===== src/rtl/serial_addsub_ctrl.sv =====
// Bit-serial add/subtract controller: one full adder/subtractor cell, WIDTH cycles per operation.
// Define SERIAL_ADDSUB_OVERFLOW_EN to enable the signed overflow flag; otherwise overflow is tied to 0.
module serial_addsub_ctrl #(
    parameter int unsigned WIDTH = 8
) (
    input  logic             clk,
    input  logic             rst_n,
    input  logic             start,
    input  logic             mode,
    input  logic [WIDTH-1:0] a,
    input  logic [WIDTH-1:0] b,
    output logic             busy,
    output logic             done,
    output logic [WIDTH-1:0] result,
    output logic             cout,
    output logic             overflow
);
    localparam int unsigned CW = (WIDTH > 1) ? $clog2(WIDTH) : 1;

    typedef enum logic [1:0] {S_IDLE, S_RUN, S_DONE} state_t;

    state_t           state_q, state_d;
    logic [WIDTH-1:0] a_sr_q, a_sr_d, b_sr_q, b_sr_d, res_sr_q, res_sr_d;
    logic [WIDTH-1:0] result_q, result_d;
    logic [CW-1:0]    cnt_q, cnt_d;
    logic             carry_q, carry_d, mode_q, mode_d;
    logic             cout_q, cout_d, ovf_q, ovf_d;
    logic             busy_q, busy_d, done_q, done_d;
    logic             cell_s, cell_co, accept, last;

    full_adder_cum_subtractor u_cell (
        .a       (a_sr_q[0]),
        .b       (b_sr_q[0]),
        .cin     (carry_q),
        .mode    (mode_q),
        .sumdiff (cell_s),
        .cout    (cell_co)
    );

    assign accept = start && (state_q == S_IDLE || state_q == S_DONE);
    assign last   = (state_q == S_RUN) && (cnt_q == CW'(WIDTH - 1));

    // State register and datapath flops
    always_ff @(posedge clk) begin
        if (!rst_n) begin
            state_q  <= S_IDLE;
            a_sr_q   <= '0;
            b_sr_q   <= '0;
            res_sr_q <= '0;
            result_q <= '0;
            cnt_q    <= '0;
            carry_q  <= 1'b0;
            mode_q   <= 1'b0;
            cout_q   <= 1'b0;
            ovf_q    <= 1'b0;
            busy_q   <= 1'b0;
            done_q   <= 1'b0;
        end else begin
            state_q  <= state_d;
            a_sr_q   <= a_sr_d;
            b_sr_q   <= b_sr_d;
            res_sr_q <= res_sr_d;
            result_q <= result_d;
            cnt_q    <= cnt_d;
            carry_q  <= carry_d;
            mode_q   <= mode_d;
            cout_q   <= cout_d;
            ovf_q    <= ovf_d;
            busy_q   <= busy_d;
            done_q   <= done_d;
        end
    end

    // Next-state logic
    always_comb begin
        state_d = state_q;
        case (state_q)
            S_IDLE:  if (start) state_d = S_RUN;
            S_RUN:   if (last) state_d = S_DONE;
            S_DONE:  state_d = start ? S_RUN : S_IDLE;
            default: state_d = S_IDLE;
        endcase
    end

    // Status outputs, registered from the upcoming state
    always_comb begin
        busy_d = (state_d == S_RUN);
        done_d = (state_d == S_DONE);
    end

    // Operand latch, serial shift and result capture on the final bit
    always_comb begin
        a_sr_d   = a_sr_q;
        b_sr_d   = b_sr_q;
        res_sr_d = res_sr_q;
        cnt_d    = cnt_q;
        carry_d  = carry_q;
        mode_d   = mode_q;
        result_d = result_q;
        cout_d   = cout_q;
        ovf_d    = ovf_q;
        if (accept) begin
            a_sr_d  = a;
            b_sr_d  = b;
            mode_d  = mode;
            carry_d = mode;
            cnt_d   = '0;
        end else if (state_q == S_RUN) begin
            a_sr_d   = {1'b0, a_sr_q[WIDTH-1:1]};
            b_sr_d   = {1'b0, b_sr_q[WIDTH-1:1]};
            res_sr_d = {cell_s, res_sr_q[WIDTH-1:1]};
            carry_d  = cell_co;
            cnt_d    = cnt_q + CW'(1);
        end
        if (last) begin
            result_d = {cell_s, res_sr_q[WIDTH-1:1]};
            cout_d   = cell_co;
`ifdef SERIAL_ADDSUB_OVERFLOW_EN
            // carry_q is the carry into the MSB while the MSB is being processed
            ovf_d    = carry_q ^ cell_co;
`else
            ovf_d    = 1'b0;
`endif
        end
    end

    assign busy     = busy_q;
    assign done     = done_q;
    assign result   = result_q;
    assign cout     = cout_q;
    assign overflow = ovf_q;
endmodule

// One-bit adder/subtractor: sumdiff/cout of a + (b ^ mode) + cin.
module full_adder_cum_subtractor (
    input  logic a,
    input  logic b,
    input  logic cin,
    input  logic mode,
    output logic sumdiff,
    output logic cout
);
    logic bx;
    assign bx      = b ^ mode;
    assign sumdiff = a ^ bx ^ cin;
    assign cout    = (a & bx) | (cin & (a ^ bx));
endmodule


===== config.mk =====
export PLATFORM = sky130hd
export DESIGN_NAME = serial_addsub_ctrl
export DESIGN_NICKNAME = d
export VERILOG_FILES = /design/src/rtl/serial_addsub_ctrl.sv
export SDC_FILE = /design/constraint.sdc
export NUM_CORES = 1
export LEC_CHECK = 0
export ABC_AREA = 1
export BUFFER_PORTS_ARGS = -buffer_cell sky130_fd_sc_hd__buf_2
export CORE_MARGIN = 3
export CORE_UTILIZATION = 59
export DETAILED_ROUTE_END_ITERATION = 12
export PLACE_DENSITY = 0.94
export SYNTH_ARGS = -nofsm -noshare
export SYNTH_HDL_FRONTEND = slang
export SYNTH_SLANG_ARGS = --single-unit

===== constraint.sdc =====
create_clock -name clk -period 2.13 [get_ports clk]
set_input_delay 0.426 -clock clk [delete_from_list [all_inputs] [get_ports clk]]
set_output_delay 0.426 -clock clk [all_outputs]
set_load 0.02 [all_outputs]

==> results of run 1 <==
metal layers:
| layer | vias to the layer above | routed length [um] | track usage |
|---|---|---|---|
| li1 | 845 | - | - |
| met1 | 718 | 1580 | 0.229 |
| met2 | 42 | 1750 | 0.351 |
| met3 | 6 | 183 | 0.0667 |
| met4 | 0 | 72 | 0.105 |
| met5 | - | 0 | 0 |
final timing paths:
check	startpoint	to	slack, ns	depth (start not counted)
worst max-delay path	state_q[0]$_SDFF_PN0_	result[3]$_SDFFE_PN0P_	0.63	5
worst min-delay path	a[7]	a_sr_q[7]$_SDFFE_PN0P_	0.30	3
worst max register to register	state_q[0]$_SDFF_PN0_	result[3]$_SDFFE_PN0P_	0.63	5
worst min register to register	res_sr_q[3]$_SDFFE_PN0P_	res_sr_q[3]$_SDFFE_PN0P_	0.48	2
sequential cells by signal, indices dropped and copies added, names as in the netlist:
register and flops:
busy 1, state_q 2, a_sr_q 8, carry_q 1
cout 1, done 1, res_sr_q 7, cnt_q 3
b_sr_q 8, result 8, mode_q 1
placed cells by master, fill, tap and decap left out:
cell type	n
buf_2	30
nor2_8	1
inv_2	1
nand2_4	3
xnor2_1	1
buf_4	1
nand3_1	43
conb_1	1
nor2_1	40
o21ai_0	9
a21oi_1	19
inv_4	1
clkinv_2	1
dfxtp_1	41
xor2_1	1
ha_1	2
fa_1	1
clkbuf_8	2
inv_1	27
clkinv_1	1
clkbuf_4	5
nand2_1	48
cells by family after synthesis:
group,synth area share
AOI/OAI and AO/OA,0.0753
xor gates and xnor gates,0.00942
adders and majority gates,0.0242
buffers and inverters,0.126
DFF,0.441
other,0.00202
and+or+nand+nor,0.322
cell type report:
type                       instances  area [um^2]
timing repair buffer              31          158
inverter                          30          115
multi-input combinational        169          806
tap                               42         52.6
fill                             246          855
clock inverter                     1         5.00
clock buffer                       7         65.1
sequential                        41          821
worst min-delay path: stages:
cell	delay [ns]
buf_2	0.10
nand2_1	0.05
a21oi_1	0.05
power breakdown:
group	switching, mW	internal [mW]	total (mW)
Clock	0.250	0.191	0.441
Sequential	0.0272	0.808	0.835
Combinational	0.118	0.0687	0.187
==> results.ini, run 1 <==
[cells_and_area]
drive_gt1_frac = 0.161
area_growth_pct = 8.68
fin_area_um2 = 2020
n_antenna_cell = 0
final_cells = 321
fin_nets = 301
post-route-util = 0.703

[yosys]
ys_top_cells_by_area = dfxtp_1 44%, nand3_1 12%, nand2_1 9.7%, nor2_1 8.1%, inv_1 5.4%
ys_seq_area_frac = 0.441
yosysMostFrequentCell = nand2_1
async_flop_share = 0
netlist_area_um2 = 1860
yosysWarnings = 0
synth_flop_cell = dfxtp_1
yosysTopAreaCell = dfxtp_1
ys_types = 22
ys_ff_latch = 41
synth_top_area_frac = 0.441
syn_area_per_cell_um2 = 7.27
synthCells = 256
syn_nets = 279
synth_edf_count = 0
synthTopCellsByCount = 48 x nand2_1, 43 x nand3_1, 41 x dfxtp_1

[cts]
clkLatencyLatePin_ns = 0.35
clockBufferDepth = 2
cts_buffers = 5
numClockSinks = 41
cts.repair.resized = 0
hold_buffers = 0
root_buffer = clkbuf_4
cts_setup_buffers = 0
cts_tree = yes
cts.htree.levels = 2
cts.clk_slew.worst_paths_ns = 0.12

[power]
p_leak_nw = 1.01
p_per_area_nw_per_um2 = 724
power_mw = 1.46
ir_drop_v = 0.000447

[detailed_routing]
initialDrtViolationCount = 134
wl_per_cell_um = 11.2
firstDrtPassIters = 5
vias = 1611
routed_wl_um = 3580
drcViolationCount = 0
drtAntennaViolNets = 0
vias_per_cell = 5.02

[worst_setup_path]
start_kind = flip-flop
cp_slowest_cell = dfxtp_1
worstPathCellList = inv_4, nor2_8, nand2_4, nor2_1, nor2_1
worst-path-buf-inv = 1
crit_arrival_ns = 1.76
critPathTopFamily = simple AND/OR/NAND/NOR gates
cp_data_required_time_ns = 2.39
cp_max_fo = 17
critPathCaptureType = flip-flop
slowest_delay_ns = 0.61
criticalPathCategory = reg -> reg
crit_top_cell = nor2_1

[floorplanning]
io_pins = 32
start_util = 0.647
dieArea_um2 = 3860
num_rows = 19
core_um2 = 2880
die_h_um = 62.2
die_x_um = 62.2

[sta]
fin_crit_ns = 1.50
final.setup_skew_ns = 0.00779
hold_viol_final = 0
fin_ws_ns = 0.631
min_period_over_period = 0.704
max_freq_ghz = 0.667
setup-tns-final_ns = 0
rsz0062_at_grt = false
finalSetupViolCount = 0
slew_viol_final = 0
whs_ns = 0.305

[place]
place_area_um2 = 1950
dp_slack_ns = 0.582
dpl.hpwl_um = 2430
gp_congestion = 0.807
io_buffers = 30
placed_cells = 313

[grt]
grt_max_degree = 26
antenna_found_initial = 0
grt_overflow = 0
grt_use_total = 0.206
grt_pass1_vias = 1553
grt_pass1_wl_um = 6400

[worst_hold_path]
worstHoldPathType = in -> reg

[outcome]
status = finished, final reports clean

[run]
maxCapViolCount = 0

Power figures use the tool's default switching activity.
==> run 2: changes to the inputs <==
--- a/config.mk
+++ b/config.mk
@@ -8,9 +8,9 @@
 export ABC_AREA = 1
 export BUFFER_PORTS_ARGS = -buffer_cell sky130_fd_sc_hd__buf_2
 export CORE_MARGIN = 3
-export CORE_UTILIZATION = 59
+export CORE_UTILIZATION = 49
 export DETAILED_ROUTE_END_ITERATION = 12
-export PLACE_DENSITY = 0.94
+export PLACE_DENSITY = 0.85
 export SYNTH_ARGS = -nofsm -noshare
 export SYNTH_HDL_FRONTEND = slang
 export SYNTH_SLANG_ARGS = --single-unit
==> constraint.sdc (replaced) <==
create_clock -name clk -period 1.2 [get_ports clk]
set_input_delay 0.24 -clock clk [delete_from_list [all_inputs] [get_ports clk]]
set_output_delay 0.24 -clock clk [all_outputs]
set_load 0.02 [all_outputs]
==> run 2 against run 1 <==
The run now ends with negative setup slack left. Setup slack lost 0.69 ns. Via count is 3.4% higher. Register-to-register slack worse by 0.69 ns. Sequential share of layout area shrank 3.7 points. Final cell count grew 5.0%. Critical path type unchanged.
==> results.ini, run 2 (synthesis results as in run 1) <==
[outcome]
status = finished with violations
violations = negative setup slack

[cells_and_area]
final.fill_count = 290  ; +18%
final_cells = 337  ; +5.0%
mostFrequentLayoutCells = 46 x nand2_1, 43 x nand3_1, 38 x nor2_1, 36 x dfxtp_1, 30 x buf_2
fin_nets = 314  ; +4.3%
multi_input_area_um2 = 885  ; +9.8%
seq_area_um2 = 827  ; +0.76%
post-route-util = 0.642  ; -0.0610
fin_area_um2 = 2240  ; +11%
area_growth_pct = 20.6
final_common_cell = nand2_1
drive_gt1_frac = 0.241  ; +0.0793
n_antenna_cell = 0  ; unchanged

[grt]
grt_pass1_wl_um = 6400  ; unchanged
grt_pass1_vias = 1514  ; -2.5%
grt_max_degree = 25  ; -3.8%
antenna_found_initial = 0  ; unchanged
grt_overflow = 0  ; unchanged
grt_use_total = 0.185  ; -0.0205

[sta]
hold_viol_final = 0  ; unchanged
max_freq_ghz = 0.795  ; +19%
fin_ws_ns = -0.0574  ; -0.688 ns
setup-tns-final_ns = -0.108  ; -0.108 ns
fin_crit_ns = 1.26  ; -0.242 ns
min_period_over_period = 1.05  ; +0.344
whs_ns = 0.199  ; -0.105 ns
rsz0062_at_grt = true
finalSetupViolCount = 3  ; +3
slew_viol_final = 0  ; unchanged
final.setup_skew_ns = 0.00311  ; -0.00468 ns

[place]
dp_slack_ns = -0.154  ; -0.735 ns
io_buffers = 30  ; unchanged
gp_congestion = 0.758  ; -6.1%
place_area_um2 = 2040  ; +4.7%
placed_cells = 327  ; +4.5%
dpl.hpwl_um = 2620  ; +7.9%

[floorplanning]
dieArea_um2 = 4570  ; +18%
num_rows = 21  ; +2
die_h_um = 67.6  ; +8.8%
start_util = 0.532  ; -0.114
io_pins = 32  ; unchanged
core_um2 = 3490  ; +21%
die_x_um = 67.6  ; +8.8%

[run]
maxCapViolCount = 0  ; unchanged

[cts]
cts_tree = yes
root_buffer = clkbuf_8
clkLatencyLatePin_ns = 0.28  ; -0.07 ns
cts.clk_slew.worst_paths_ns = 0.07  ; -0.05 ns
cts.htree.levels = 2  ; unchanged
clockBufferDepth = 2  ; unchanged
numClockSinks = 41  ; unchanged
cts_buffers = 5  ; unchanged
hold_buffers = 0  ; unchanged

[worst_setup_path]
critPathLaunch = b_sr_q[0]$_SDFFE_PN0P_
r2r_end = result[7]$_SDFFE_PN0P_
cp_data_required_time_ns = 1.38  ; -1.01 ns
critPathCaptureType = flip-flop
start_kind = flip-flop
endpoint = result[7]$_SDFFE_PN0P_
rrSetupSlack_ns = -0.06  ; -0.69 ns
crit_arrival_ns = 1.44  ; -0.32 ns
cp_max_fo = 2  ; -15
criticalPathCategory = reg -> reg
rr_worst_depth = 5  ; unchanged
reg2reg_from = b_sr_q[0]$_SDFFE_PN0P_

[detailed_routing]
firstDrtPassIters = 4  ; -1
vias = 1666  ; +3.4%
vias_per_cell = 4.94  ; -1.5%
initialDrtViolationCount = 150  ; +12%
routed_wl_um = 4010  ; +12%
drcViolationCount = 0  ; unchanged
drtAntennaViolNets = 0  ; unchanged
wl_per_cell_um = 11.9  ; +6.6%

[power]
p_leak_nw = 1.08  ; +6.6%
ir_drop_v = 0.000680  ; +52%
power_mw = 2.77  ; +89%
p_per_area_nw_per_um2 = 1230  ; +70%

[worst_hold_path]
worstHoldPathType = in -> reg

[run 2: final cells by class]
cell class | count | area share
inverter | 30 | 0.0513
tap | 46 | 0.0257
multi-input combinational | 170 | 0.394
clock buffer | 7 | 0.0385
sequential | 41 | 0.369
timing repair buffer | 43 | 0.122
[run 2: critical path, stage by stage, from the launching register on]
cell,delay (ns)
dfxtp_2,0.34
xnor2_2,0.14
fa_1,0.53
nand2_1,0.06
nand2_1,0.06
nor2_1,0.04
[run 2: worst min path at each step]
stage	start	end	slack, ns	cells past startpoint
after global placement	res_sr_q[3]$_SDFFE_PN0P_	res_sr_q[3]$_SDFFE_PN0P_	0.45	2
after detailed placement	res_sr_q[5]$_SDFFE_PN0P_	res_sr_q[5]$_SDFFE_PN0P_	0.46	2
final	b[7]	b_sr_q[7]$_SDFFE_PN0P_	0.20	3
after CTS	b[7]	b_sr_q[7]$_SDFFE_PN0P_	0.20	3
after floorplan	a[7]	a_sr_q[7]$_SDFFE_PN0P_	0.39	2
after global routing	b[7]	b_sr_q[7]$_SDFFE_PN0P_	0.22	3
[run 2: where the power goes]
group | switching, mW | leakage [nW] | internal (mW)
clock | 0.423 | 0.0443 | 0.456
sequential | 0.0479 | 0.337 | 1.44
combinational | 0.242 | 0.700 | 0.162
[run 2: routing by layer]
layer	part of all wire	routed length (um)	vias to the layer above	global-route usage
met5	0	0	-	0
met4	0.024	98	0	0.109
met3	0.047	190	6	0.0266
met2	0.49	1970	41	0.305
met1	0.44	1750	752	0.228
li1	-	-	867	-
[run 2: what timing repair did]
action,in CTS,in global routing
pin swaps,0,1
resized for setup,9,11
cloned,0,1
endpoints found under the setup margin,13,14
setup buffers,0,2
==> run 3: changes to the inputs <==
--- a/config.mk
+++ b/config.mk
@@ -7,10 +7,12 @@
 export LEC_CHECK = 0
 export ABC_AREA = 1
 export BUFFER_PORTS_ARGS = -buffer_cell sky130_fd_sc_hd__buf_2
+export CELL_PAD_IN_SITES_DETAIL_PLACEMENT = 2
+export CELL_PAD_IN_SITES_GLOBAL_PLACEMENT = 2
 export CORE_MARGIN = 3
-export CORE_UTILIZATION = 49
+export CORE_UTILIZATION = 28
 export DETAILED_ROUTE_END_ITERATION = 12
-export PLACE_DENSITY = 0.85
+export PLACE_DENSITY = 0.86
 export SYNTH_ARGS = -nofsm -noshare
 export SYNTH_HDL_FRONTEND = slang
 export SYNTH_SLANG_ARGS = --single-unit
==> run 3 against run 2 <==
The run still ends with negative setup slack left. Wire length increased by 29%. Total power is 2.6% higher. Fmax down 2.3%. Count of clock-buffer cells in the layout decreased by 2. Die area rose by 68%. First-iteration DRC count down 76%. Sequential share of layout area decreased by 0.35 points.
==> results.ini, run 3 (synthesis results as in run 1) <==
[cells_and_area]
final_common_cell = nand2_1
n_antenna_cell = 0  ; unchanged
area_growth_pct = 22.5
fin_area_um2 = 2280  ; +1.6%
fin_nets = 314  ; unchanged
mostFrequentLayoutCells = 45 x nand2_1, 43 x nand3_1, 39 x nor2_1, 36 x dfxtp_1, 30 x buf_2
drive_gt1_frac = 0.247  ; +0.00603

[cts]
root_buffer = clkbuf_8
cts_buffers = 5  ; unchanged
cts.htree.levels = 2  ; unchanged
clockBufferDepth = 2  ; unchanged
hold_buffers = 0  ; unchanged
cts.clk_slew.worst_paths_ns = 0.08  ; about the same
numClockSinks = 41  ; unchanged
cts_tree = yes
clkLatencyLatePin_ns = 0.30  ; +0.02 ns

[detailed_routing]
wl_per_cell_um = 14.0  ; +18%
vias = 1710  ; +2.6%
initialDrtViolationCount = 36  ; -76%
vias_per_cell = 4.63  ; -6.3%
drcViolationCount = 0  ; unchanged
routed_wl_um = 5180  ; +29%
drtAntennaViolNets = 0  ; unchanged
firstDrtPassIters = 4  ; unchanged

[sta]
setup-tns-final_ns = -0.179  ; -0.0711 ns
worst_slew_pin_slew_ns = 0.535
finalSetupViolCount = 5  ; +2
hold_viol_final = 0  ; unchanged
rsz0062_at_grt = true
relSlewSlack = 0.641
fin_crit_ns = 1.29  ; +0.0299 ns
fin_ws_ns = -0.0873  ; -0.0299 ns
max_freq_ghz = 0.777  ; -2.3%
min_period_over_period = 1.07  ; +0.0249
slew_viol_final = 0  ; unchanged
final.setup_skew_ns = 0.00324  ; +0.000127 ns

[worst_setup_path]
criticalPathCategory = reg -> reg
start_kind = flip-flop
r2r_end = result[7]$_SDFFE_PN0P_
cp_max_fo = 2  ; unchanged
critPathCaptureType = flip-flop
crit_arrival_ns = 1.49  ; +0.05 ns
reg2reg_from = b_sr_q[0]$_SDFFE_PN0P_
cp_data_required_time_ns = 1.41  ; +0.03 ns
rr_worst_depth = 5  ; unchanged
rrSetupSlack_ns = -0.09  ; -0.03 ns

[worst_hold_path]
worstHoldPathType = in -> reg
min_from = a[7]
min_path_cells = 3  ; unchanged
hold_path_end = a_sr_q[7]$_SDFFE_PN0P_

[grt]
met1_usage = 0.172  ; -0.0566
grt_pass1_vias = 1828  ; +21%
grt_use_total = 0.147  ; -0.0383
antenna_found_initial = 0  ; unchanged
grt_use_met2 = 0.262  ; -0.0433
met3_usage = 0.0350  ; +0.00838
grt_overflow = 0  ; unchanged
busiest_layer = met2
grt_max_degree = 25  ; unchanged
grt_pass1_wl_um = 8740  ; +36%

[place]
place_area_um2 = 2090  ; +2.0%
gp_congestion = 0.730  ; -3.7%
dp_slack_ns = -0.109  ; +0.0442 ns
dpl.hpwl_um = 3490  ; +33%
io_buffers = 30  ; unchanged

[outcome]
status = finished with violations
violations = negative setup slack

[power]
p_leak_nw = 1.07  ; -0.78%
p_per_area_nw_per_um2 = 1250  ; +1.1%
ir_drop_v = 0.000641  ; -5.7%
power_mw = 2.84  ; +2.6%

[floorplanning]
start_util = 0.291  ; -0.241
core_um2 = 6390  ; +83%
die_x_um = 87.5  ; +29%
die_h_um = 87.5  ; +29%
io_pins = 32  ; unchanged
dieArea_um2 = 7660  ; +68%
num_rows = 29  ; +38%

[run]
maxCapViolCount = 0  ; unchanged

==> run 3: cell types whose count changed in the layout (fill, tap and decap cells not counted), sizes merged <==
cell and change:
clkbuf -2, clkinv +2, buf +1, clkinvlp +1
nand2 -1
==> run 3: through the flow <==
step / std cells / hold slack, ns / util
2_1_floorplan: 256 / 0.387 / -
3_3_place_gp: 360 / 0.458 / 0.327
3_5_place_dp: 360 / 0.465 / 0.327
4_1_cts: 369 / 0.184 / 0.349
5_1_grt: 369 / 0.181 / 0.357
6_report: 369 / 0.188 / 0.357
==> run 3: layout make-up <==
cell class	count	area, um^2
Fill cell	788	4110
Tap cell	77	96.3
Sequential cell	41	832
Clock buffer	5	68.8
Inverter	30	118
Multi-Input combinational cell	169	883
Timing Repair Buffer	44	263
Clock inverter	3	17.5
==> run 3: power by group <==
part | switching, mW | leakage, nW | total, mW | internal [mW]
registers | 0.0509 | 0.338 | 1.48 | 1.43
logic | 0.256 | 0.691 | 0.429 | 0.173
clock network | 0.526 | 0.0439 | 0.928 | 0.402
==> run 3: worst max path at each step <==
stage                                      start                endpoint  slack, ns  cells after the start
final                     b_sr_q[0]$_SDFFE_PN0P_  result[7]$_SDFFE_PN0P_      -0.09                      5
after global routing      b_sr_q[0]$_SDFFE_PN0P_  result[7]$_SDFFE_PN0P_      -0.15                      5
after global placement     cnt_q[0]$_SDFFE_PP0P_  result[4]$_SDFFE_PN0P_     -0.009                      6
after detailed placement   cnt_q[0]$_SDFFE_PP0P_  result[2]$_SDFFE_PN0P_      -0.11                      6
after CTS                 b_sr_q[0]$_SDFFE_PN0P_  result[7]$_SDFFE_PN0P_      -0.05                      5
after floorplan            cnt_q[0]$_SDFFE_PP0P_  result[6]$_SDFFE_PN0P_       0.02                      7
==> run 3: what timing repair did <==
action                                  in CTS  in global routing
endpoints found under the setup margin      19                 18
buffers inserted                             1                  0
gates resized for setup                     15                 12
pin swaps                                    2                  1
==> run 3: worst max-delay path: stages, from the launching register on <==
cell	delay (ns)
dfxtp_2	0.36
xnor2_4	0.15
fa_2	0.54
nand2_1	0.06
nand2_1	0.06
nor2_1	0.03
==> run 3: routing by layer <==
| metal | vias to the layer above | routed length [um] |
|---|---|---|
| li1 | 866 | - |
| met5 | - | 0 |
| met1 | 811 | 2300 |
| met2 | 27 | 2620 |
| met4 | 0 | 68 |
| met3 | 6 | 185 |
